[src/rtl/register_bank_mp.sv]
// Multi-read-port register bank with write-to-read bypass and a per-register pending-write scoreboard.
// Optional hard-wired zero register selected by defining ZERO_REGISTER_EN.
module register_bank_mp #(
    parameter int unsigned REGISTER_SIZE = 32,
    parameter int unsigned ADDRESS_SIZE  = 5,
    parameter int unsigned NUM_READ      = 2
) (
    input  logic                              clk,
    input  logic                              reset,
    input  logic                              write,
    input  logic [ADDRESS_SIZE-1:0]           addr_in,
    input  logic [REGISTER_SIZE-1:0]          data_in,
    input  logic                              issue,
    input  logic [ADDRESS_SIZE-1:0]           issue_addr,
    input  logic [NUM_READ*ADDRESS_SIZE-1:0]  addr_out,
    output logic [NUM_READ*REGISTER_SIZE-1:0] data_out,
    output logic [NUM_READ-1:0]               ready,
    output logic [ADDRESS_SIZE:0]             busy_count
);

    localparam int unsigned NUM_REGS = 1 << ADDRESS_SIZE;
    localparam int unsigned CNT_W    = ADDRESS_SIZE + 1;
`ifdef ZERO_REGISTER_EN
    localparam bit ZERO_EN = 1'b1;
`else
    localparam bit ZERO_EN = 1'b0;
`endif

    logic [REGISTER_SIZE-1:0] regs_q [NUM_REGS];
    logic [REGISTER_SIZE-1:0] regs_d [NUM_REGS];
    logic [NUM_REGS-1:0]      busy_q;
    logic [NUM_REGS-1:0]      busy_d;
    logic [CNT_W-1:0]         count_q;
    logic [CNT_W-1:0]         count_d;
    logic                     wr_en;
    logic                     iss_en;

    // Register 0 swallows writes and claims when it is hard-wired to zero.
    always_comb begin
        wr_en  = write && !(ZERO_EN && (addr_in == '0));
        iss_en = issue && !(ZERO_EN && (issue_addr == '0));
    end

    // Next state: write clears the pending mark, then a claim sets it, so a same-register claim wins.
    always_comb begin
        regs_d  = regs_q;
        busy_d  = busy_q;
        count_d = '0;
        if (wr_en) begin
            regs_d[addr_in] = data_in;
            busy_d[addr_in] = 1'b0;
        end
        if (iss_en) begin
            busy_d[issue_addr] = 1'b1;
        end
        for (int i = 0; i < int'(NUM_REGS); i++) begin
            count_d = count_d + CNT_W'(busy_d[i]);
        end
    end

    always_ff @(posedge clk) begin
        if (!reset) begin
            regs_q  <= '{default: '0};
            busy_q  <= '0;
            count_q <= '0;
        end else begin
            regs_q  <= regs_d;
            busy_q  <= busy_d;
            count_q <= count_d;
        end
    end

    // Combinational read ports; writeback data forwards to matching ports in the same cycle.
    always_comb begin : read_ports
        logic [ADDRESS_SIZE-1:0] ra;
        logic                    byp;
        data_out = '0;
        ready    = '0;
        ra       = '0;
        byp      = 1'b0;
        for (int k = 0; k < int'(NUM_READ); k++) begin
            ra  = addr_out[k*ADDRESS_SIZE +: ADDRESS_SIZE];
            byp = wr_en && (addr_in == ra);
            data_out[k*REGISTER_SIZE +: REGISTER_SIZE] = byp ? data_in : regs_q[ra];
            ready[k] = byp || !busy_q[ra];
        end
    end

    assign busy_count = count_q;

endmodule
[config.mk]
export PLATFORM = sky130hd
export DESIGN_NAME = register_bank_mp
export DESIGN_NICKNAME = d
export VERILOG_FILES = /design/src/rtl/register_bank_mp.sv
export SDC_FILE = /design/constraint.sdc
export NUM_CORES = 2
export LEC_CHECK = 0
export BUFFER_PORTS_ARGS = -buffer_cell sky130_fd_sc_hd__buf_4
export CAP_MARGIN = 20
export CORE_ASPECT_RATIO = 0.75
export CORE_MARGIN = 2
export CORE_UTILIZATION = 58
export DETAILED_ROUTE_END_ITERATION = 8
export GPL_ROUTABILITY_DRIVEN = 0
export PLACE_DENSITY = 0.71
export SLEW_MARGIN = 20
export SYNTH_ARGS = -nofsm -noshare
export SYNTH_HDL_FRONTEND = slang
export SYNTH_SLANG_ARGS = --single-unit
[constraint.sdc]
create_clock -name clk -period 8.85 [get_ports clk]
set_clock_uncertainty 0.2 [all_clocks]
set_input_delay 0.885 -clock clk [delete_from_list [all_inputs] [get_ports clk]]
set_output_delay 0.885 -clock clk [all_outputs]
set_load 0.05 [all_outputs]
Yosys cells after proc, flatten, opt, wreduce, memory -nomap -nowiden
Index checks and enable logic that the tools add are counted.
- logic and storage cells: 113
- flip-flop bits (word level): 1062
- output and inout bits: 72
- bits of input ports: 56
- reductions and logical operators: 9
- multiplexer cells: 21
- equal/unequal tests: 2
- bitwise logic cells: 6
- $lt $le $gt $ge: 10
- add/subtract/negate cells: 31
- operators by type and width (operator ; count):
    $bwmux W1024 ; 1
    $bmux W32 S5 ; 2
    $mux W32 ; 9
    $demux W32 S5 ; 1
    $add A6 B1 Y6 ; 26
    $and A32 B32 Y32 ; 1
    $not A32 Y32 ; 1
    $or A32 B32 Y32 ; 1
    $lt A5 B6 Y1 const B ; 4
    $ge A6 B6 Y1 const B ; 3
    $not A5 Y6 ; 3
    $bmux W1 S5 ; 2
    $demux W1 S5 ; 2
    $eq A5 B5 Y1 ; 2
    $ge A5 B1 Y1 const B ; 2
    $add A5 B1 Y6 ; 1
    $lt A6 B1 Y1 const B ; 1
    $add A4 B1 Y5 ; 1
    $logic_and A1 B1 Y1 ; 5
    $add A3 B1 Y4 ; 1
    $mux W1 ; 4
    $add A2 B1 Y3 ; 1
    $add A1 B1 Y2 ; 1
    $logic_not A1 Y1 ; 2
    $logic_or A1 B1 Y1 ; 2

Longest topological paths before layout
- depth in word-level cells: 40
- gate-level depth with buffers: 23
- depth with buffers taken out: 21

Worst setup path after synthesis
No wires, ideal clock.
- path type: in2reg
- start point: input addr_in[3]
- end point: register count_q[4] (netlist: busy_count[4])
- cell stages on the path: 22
- buffers on the path: 2
- data arrival time: 6.308 ns
- setup slack: 2.227 ns
- library setup time: 0.115 ns
- data required time: 8.535 ns
- cell sequence: buf_2 > buf_2 > nor3b_1 > nand2_1 > a22oi_1 > fa_1 > fa_1 > inv_1 > fa_1 > inv_1 > fa_1 > inv_1 > fa_1 > inv_1 > fa_1 > inv_1 > ha_1 > fa_1 > a21o_1 > a21oi_1 > xnor2_1 > and2_1
- longest elaborated chain between the ends: 40
- elaborated cells on any way between the ends: 41
- those cells by class: 31 x add/sub; 2 x order compare; 4 x mux; 3 x bitwise; 1 x reduce/logical
- ends and longest elaborated chain (element ; RTL line ; source):
    from (decl) ; 11 ; input logic [ADDRESS_SIZE-1:0] addr_in,
    $lt A5 B6 Y1 (implied by the code) or $ge A5 B1 Y1 (tied branches) ; 51 ; busy_d[addr_in] = 1'b0;
    $logic_and A1 B1 Y1 (implied by the code) ; 51 ;
    $mux W1 (implied by the code) ; 51 ;
    $demux W1 S5 (*) ; 51 ;
    $not A32 Y32 (no line) (*) ; -- ;
    $and A32 B32 Y32 (no line) (*) ; -- ;
    $mux W32 (*) ; 49 ; if (wr_en) begin
    $or A32 B32 Y32 (no line) ; -- ;
    $mux W32 (*) ; 53 ; if (iss_en) begin
    $add A1 B1 Y2 ; 57 ; count_d = count_d + CNT_W'(busy_d[i]);
    $add A2 B1 Y3 ; 57 ;
    $add A3 B1 Y4 ; 57 ;
    $add A4 B1 Y5 ; 57 ;
    $add A5 B1 Y6 ; 57 ;
    $add A6 B1 Y6 (25 in series) ; 57 ;
    $add A6 B1 Y6 (*) ; 57 ;
    to (signal assigned) ; 69 ; count_q <= count_d;
    to (decl) ; 33 ; logic [CNT_W-1:0] count_q;
Mark *: on every way between the ends. The rest lies on a longest branch, timed or not.
A chain may end at the register's enable or synchronous reset.

Worst setup path after layout
- start point: input addr_in[1]
- end point: register count_q[4] (netlist: busy_count[4])
Same word-level chain as after synthesis.

==> results.cfg <==
[timing]
rsz0062_at_grt = no
worst_slew_pin_slew_ns = 1.23
period_share = 0.723
setup_ws_ns = 2.45
slew_headroom = 0.179
slew_viol_final = 0
max_clock_freq_mhz = 156
setup_viol = 0
fin_crit_ns = 6.40
fin_tns_setup_ns = 0
final-hold-violation-count = 0

[power_and_ir_drop]
internal_power_w = 0.00828
power_density_nw_per_um2 = 178
sw_frac_of_total = 0.272
irDropWorstVdd_v = 0.000135
switchingPower_w = 0.00310
p_leak_nw = 23.5
power_frac_seq = 0.426
power_w = 0.0114
power_frac_clock = 0.444
pwr-share-comb = 0.130

[critical_path]
path_class = input port to register
worstReg2RegEnd = busy_count[4]
cp_common_cell = fa_1
arrival_ns = 6.81
worstSetupEndpoint = busy_count[4]
path_cells = buf_4 -> and3_1 -> nand2_2 -> buf_4 -> a22oi_1 -> fa_1 -> fa_1 -> fa_1 -> fa_1 -> inv_1 -> fa_1 -> inv_1 -> fa_1 -> inv_1 -> ha_1 -> fa_1 -> a21o_1 -> a21oi_1 -> xnor2_1 -> and2_1
cp_slowest_stage_delay_ns = 0.61
reg2reg_depth = 18
r2r-start = busy_q[9]
worstPathRequired_ns = 9.26
cpMaxStageDelayCell = fa_1
start_kind = input port
crit_start = addr_in[1]
crit_fanout = 33
regToRegSetupSlack_ns = 3.36
critPathCaptureType = register

[clock_tree]
clock-root-buffer = clkbuf_16
path_clk_slew_ns = 0.06
numCtsBuffers = 108
clk_latency_ns = 0.72
cts_setup_buffers = 0
ctsHoldBuffers = 0
cts_buffer_depth = 3
cts_resized = 0
cts_tree = yes
clock_sinks = 1062
htree_levels = 3

[synth]
synth_edf_count = 0
ys_warn_count = 0
syn_area_sq_um = 59900
synth_seq_area_share = 0.355
synth-seq-cells = 1062
syn-mean-instance-area_sq_um = 8.55
synthCells = 7014
ys_async_sr_fraction = 0
syn_nets = 7101
ys_types = 45
synth_ff_type = dfxtp_1

[finish]
seq_area_sq_um = 21300
drive_gt1_frac = 0.0958
nNetsFinal = 6725
syn_to_final_growth_pct = 6.91
fill_cells = 8925
fin_cells = 8075
multi_input_area_sq_um = 35100

[placement]
post-dp-hpwl_mm = 116
dp_cells = 7879
port_buffers = 127
place_ws_ns = 1.74

[detailed_routing]
drt_iter0_markers = 7559
routedWlPerCell_um = 27.7
ant_nets = 0
via_per_inst = 6.73
drt_pass1_iterations = 9
num_vias = 54300
wirelength_mm = 223
remaining_drc_errors = 4

[die]
start_util = 0.583
die_height_um = 282
fp-row-count = 102
dieArea_sq_um = 106000
die_x_um = 375
io_pins = 128
core-area_sq_um = 103000

[run_status]
violations = DRC
status = finished, violations left

[grt]
grt_remaining_overflow = 0
grt_pass1_vias = 51500
grt_max_degree = 297
track_usage = 0.406
antenna_found_initial = 3
grt_pass1_wl_mm = 328

[flow_run]
maxCapViolations = 0

[min_path]
hold_path_class = register to register
==> Yosys cell counts, types with 9 or more instances <==
master / number / area, sq um
mux2i_1: 1026 / 10300
a221oi_1: 75 / 657
buf_12: 15 / 300
a21boi_1: 960 / 7210
a22o_1: 139 / 1220
a21boi_0: 64 / 480
mux4_2: 20 / 450
o22ai_1: 64 / 400
fa_1: 24 / 480
and2_1: 18 / 113
buf_8: 21 / 315
nor2_1: 37 / 139
inv_1: 31 / 116
xor2_1: 9 / 78.8
buf_1: 14 / 52.6
buf_6: 45 / 507
buf_2: 125 / 626
buf_4: 30 / 225
dfxtp_1: 1062 / 21300
a22oi_1: 277 / 2080
a221oi_2: 53 / 796
nand2_1: 2151 / 8070
nor2b_1: 27 / 169
a21oi_1: 130 / 651
o41ai_2: 64 / 1040
clkbuf_1: 474 / 1780
==> cell type report <==
class | count | share of cell area
Timing Repair Buffer | 239 | 0.0316
Inverter | 31 | 0.00182
Clock inverter | 47 | 0.0110
Sequential cell | 1062 | 0.332
Tap cell | 1352 | 0.0264
Multi-Input combinational cell | 5196 | 0.548
Antenna cell | 1 | 0.0000390
Clock buffer | 147 | 0.0490
==> metal layers <==
layer / wire length (um) / share of wire / vias up / global-route usage
met1: 89400 / 0.40 / 26400 / 0.542
li1: - / - / 23600 / -
met2: 93800 / 0.42 / 3543 / 0.607
met4: 11900 / 0.053 / 3 / 0.201
met5: 156 / 0.00070 / - / 0.0103
met3: 28200 / 0.13 / 756 / 0.110
==> kinds of logic (layout without fill, tap and decap cells) <==
group / after synthesis / count (layout) / synth area share
and+or+nand+nor: 2278 / 2278 / 0.147
AOI/OAI and AO/OA: 1829 / 1829 / 0.243
DFF: 1062 / 1062 / 0.355
muxes: 1046 / 1046 / 0.179
buffers and inverters: 756 / 464 / 0.0655
adders and majority gates: 31 / 31 / 0.00948
xor gates and xnor gates: 12 / 12 / 0.00175
other: 0 / 1 / 0
==> per-stage QoR <==
stage	hold slack, ns	utilization	instance area [sq um]
finish	0.266	0.623	64100
CTS	0.265	0.623	64100
global route	0.284	0.623	64100
detailed placement	0.257	0.585	60200
floorplan	0.247	-	59900
global placement	0.252	0.585	60200
==> registers in the layout, summed over array words and instances, names as in the netlist <==
signal,cells
busy_q,32
regs_q,1024
busy_count,6
==> worst min path at each step <==
stage	startpoint	to	slack, ns	depth (start not counted)
after floorplan	regs_q[1000]	regs_q[1000]	0.25	2
after global placement	regs_q[1018]	regs_q[1018]	0.25	2
after detailed placement	regs_q[813]	regs_q[813]	0.26	2
after CTS	regs_q[429]	regs_q[429]	0.27	2
after global routing	regs_q[52]	regs_q[52]	0.28	2
final	regs_q[549]	regs_q[549]	0.27	2
==> critical path: cells and delay by family <==
family	cells	cell delay (ns)
buf+inv	5	0.77
compound gates	3	0.57
xor+xnor	1	0.08
fa+ha+maj	8	3.82
simple gates	3	0.66
==> cells in the final DEF, fill, tap and decap left out, types with 5 or more instances in the layout <==
cell / instances
nand2_1: 2117
dfxtp_1: 1062
mux2i_1: 1026
a21boi_1: 960
a22oi_1: 277
buf_4: 219
a22o_1: 139
a21oi_1: 130
clkbuf_16: 108
a221oi_1: 75
o22ai_1: 64
o41ai_2: 64
a21boi_0: 64
a221oi_2: 53
nor2_4: 34
nand2_2: 34
inv_1: 31
clkbuf_8: 29
fa_1: 24
nor2b_1: 23
mux4_2: 20
clkinv_2: 20
bufinv_16: 17
and2_1: 16
buf_12: 15
clkbuf_1: 10
xor2_1: 9
nor3b_1: 7
ha_1: 7
nor2_1: 5
and3b_1: 5
clkinv_4: 5
==> power groups by stage <==
stage	logic (W)	registers (W)	clock network (W)
after floorplan	0.00103	0.00496	0
final	0.00148	0.00485	0.00505
after CTS	0.00144	0.00485	0.00505
after detailed placement	0.00143	0.00495	0
after global routing	0.00152	0.00485	0.00524
after global placement	0.00143	0.00495	0
(Power assumes the default switching activity.)
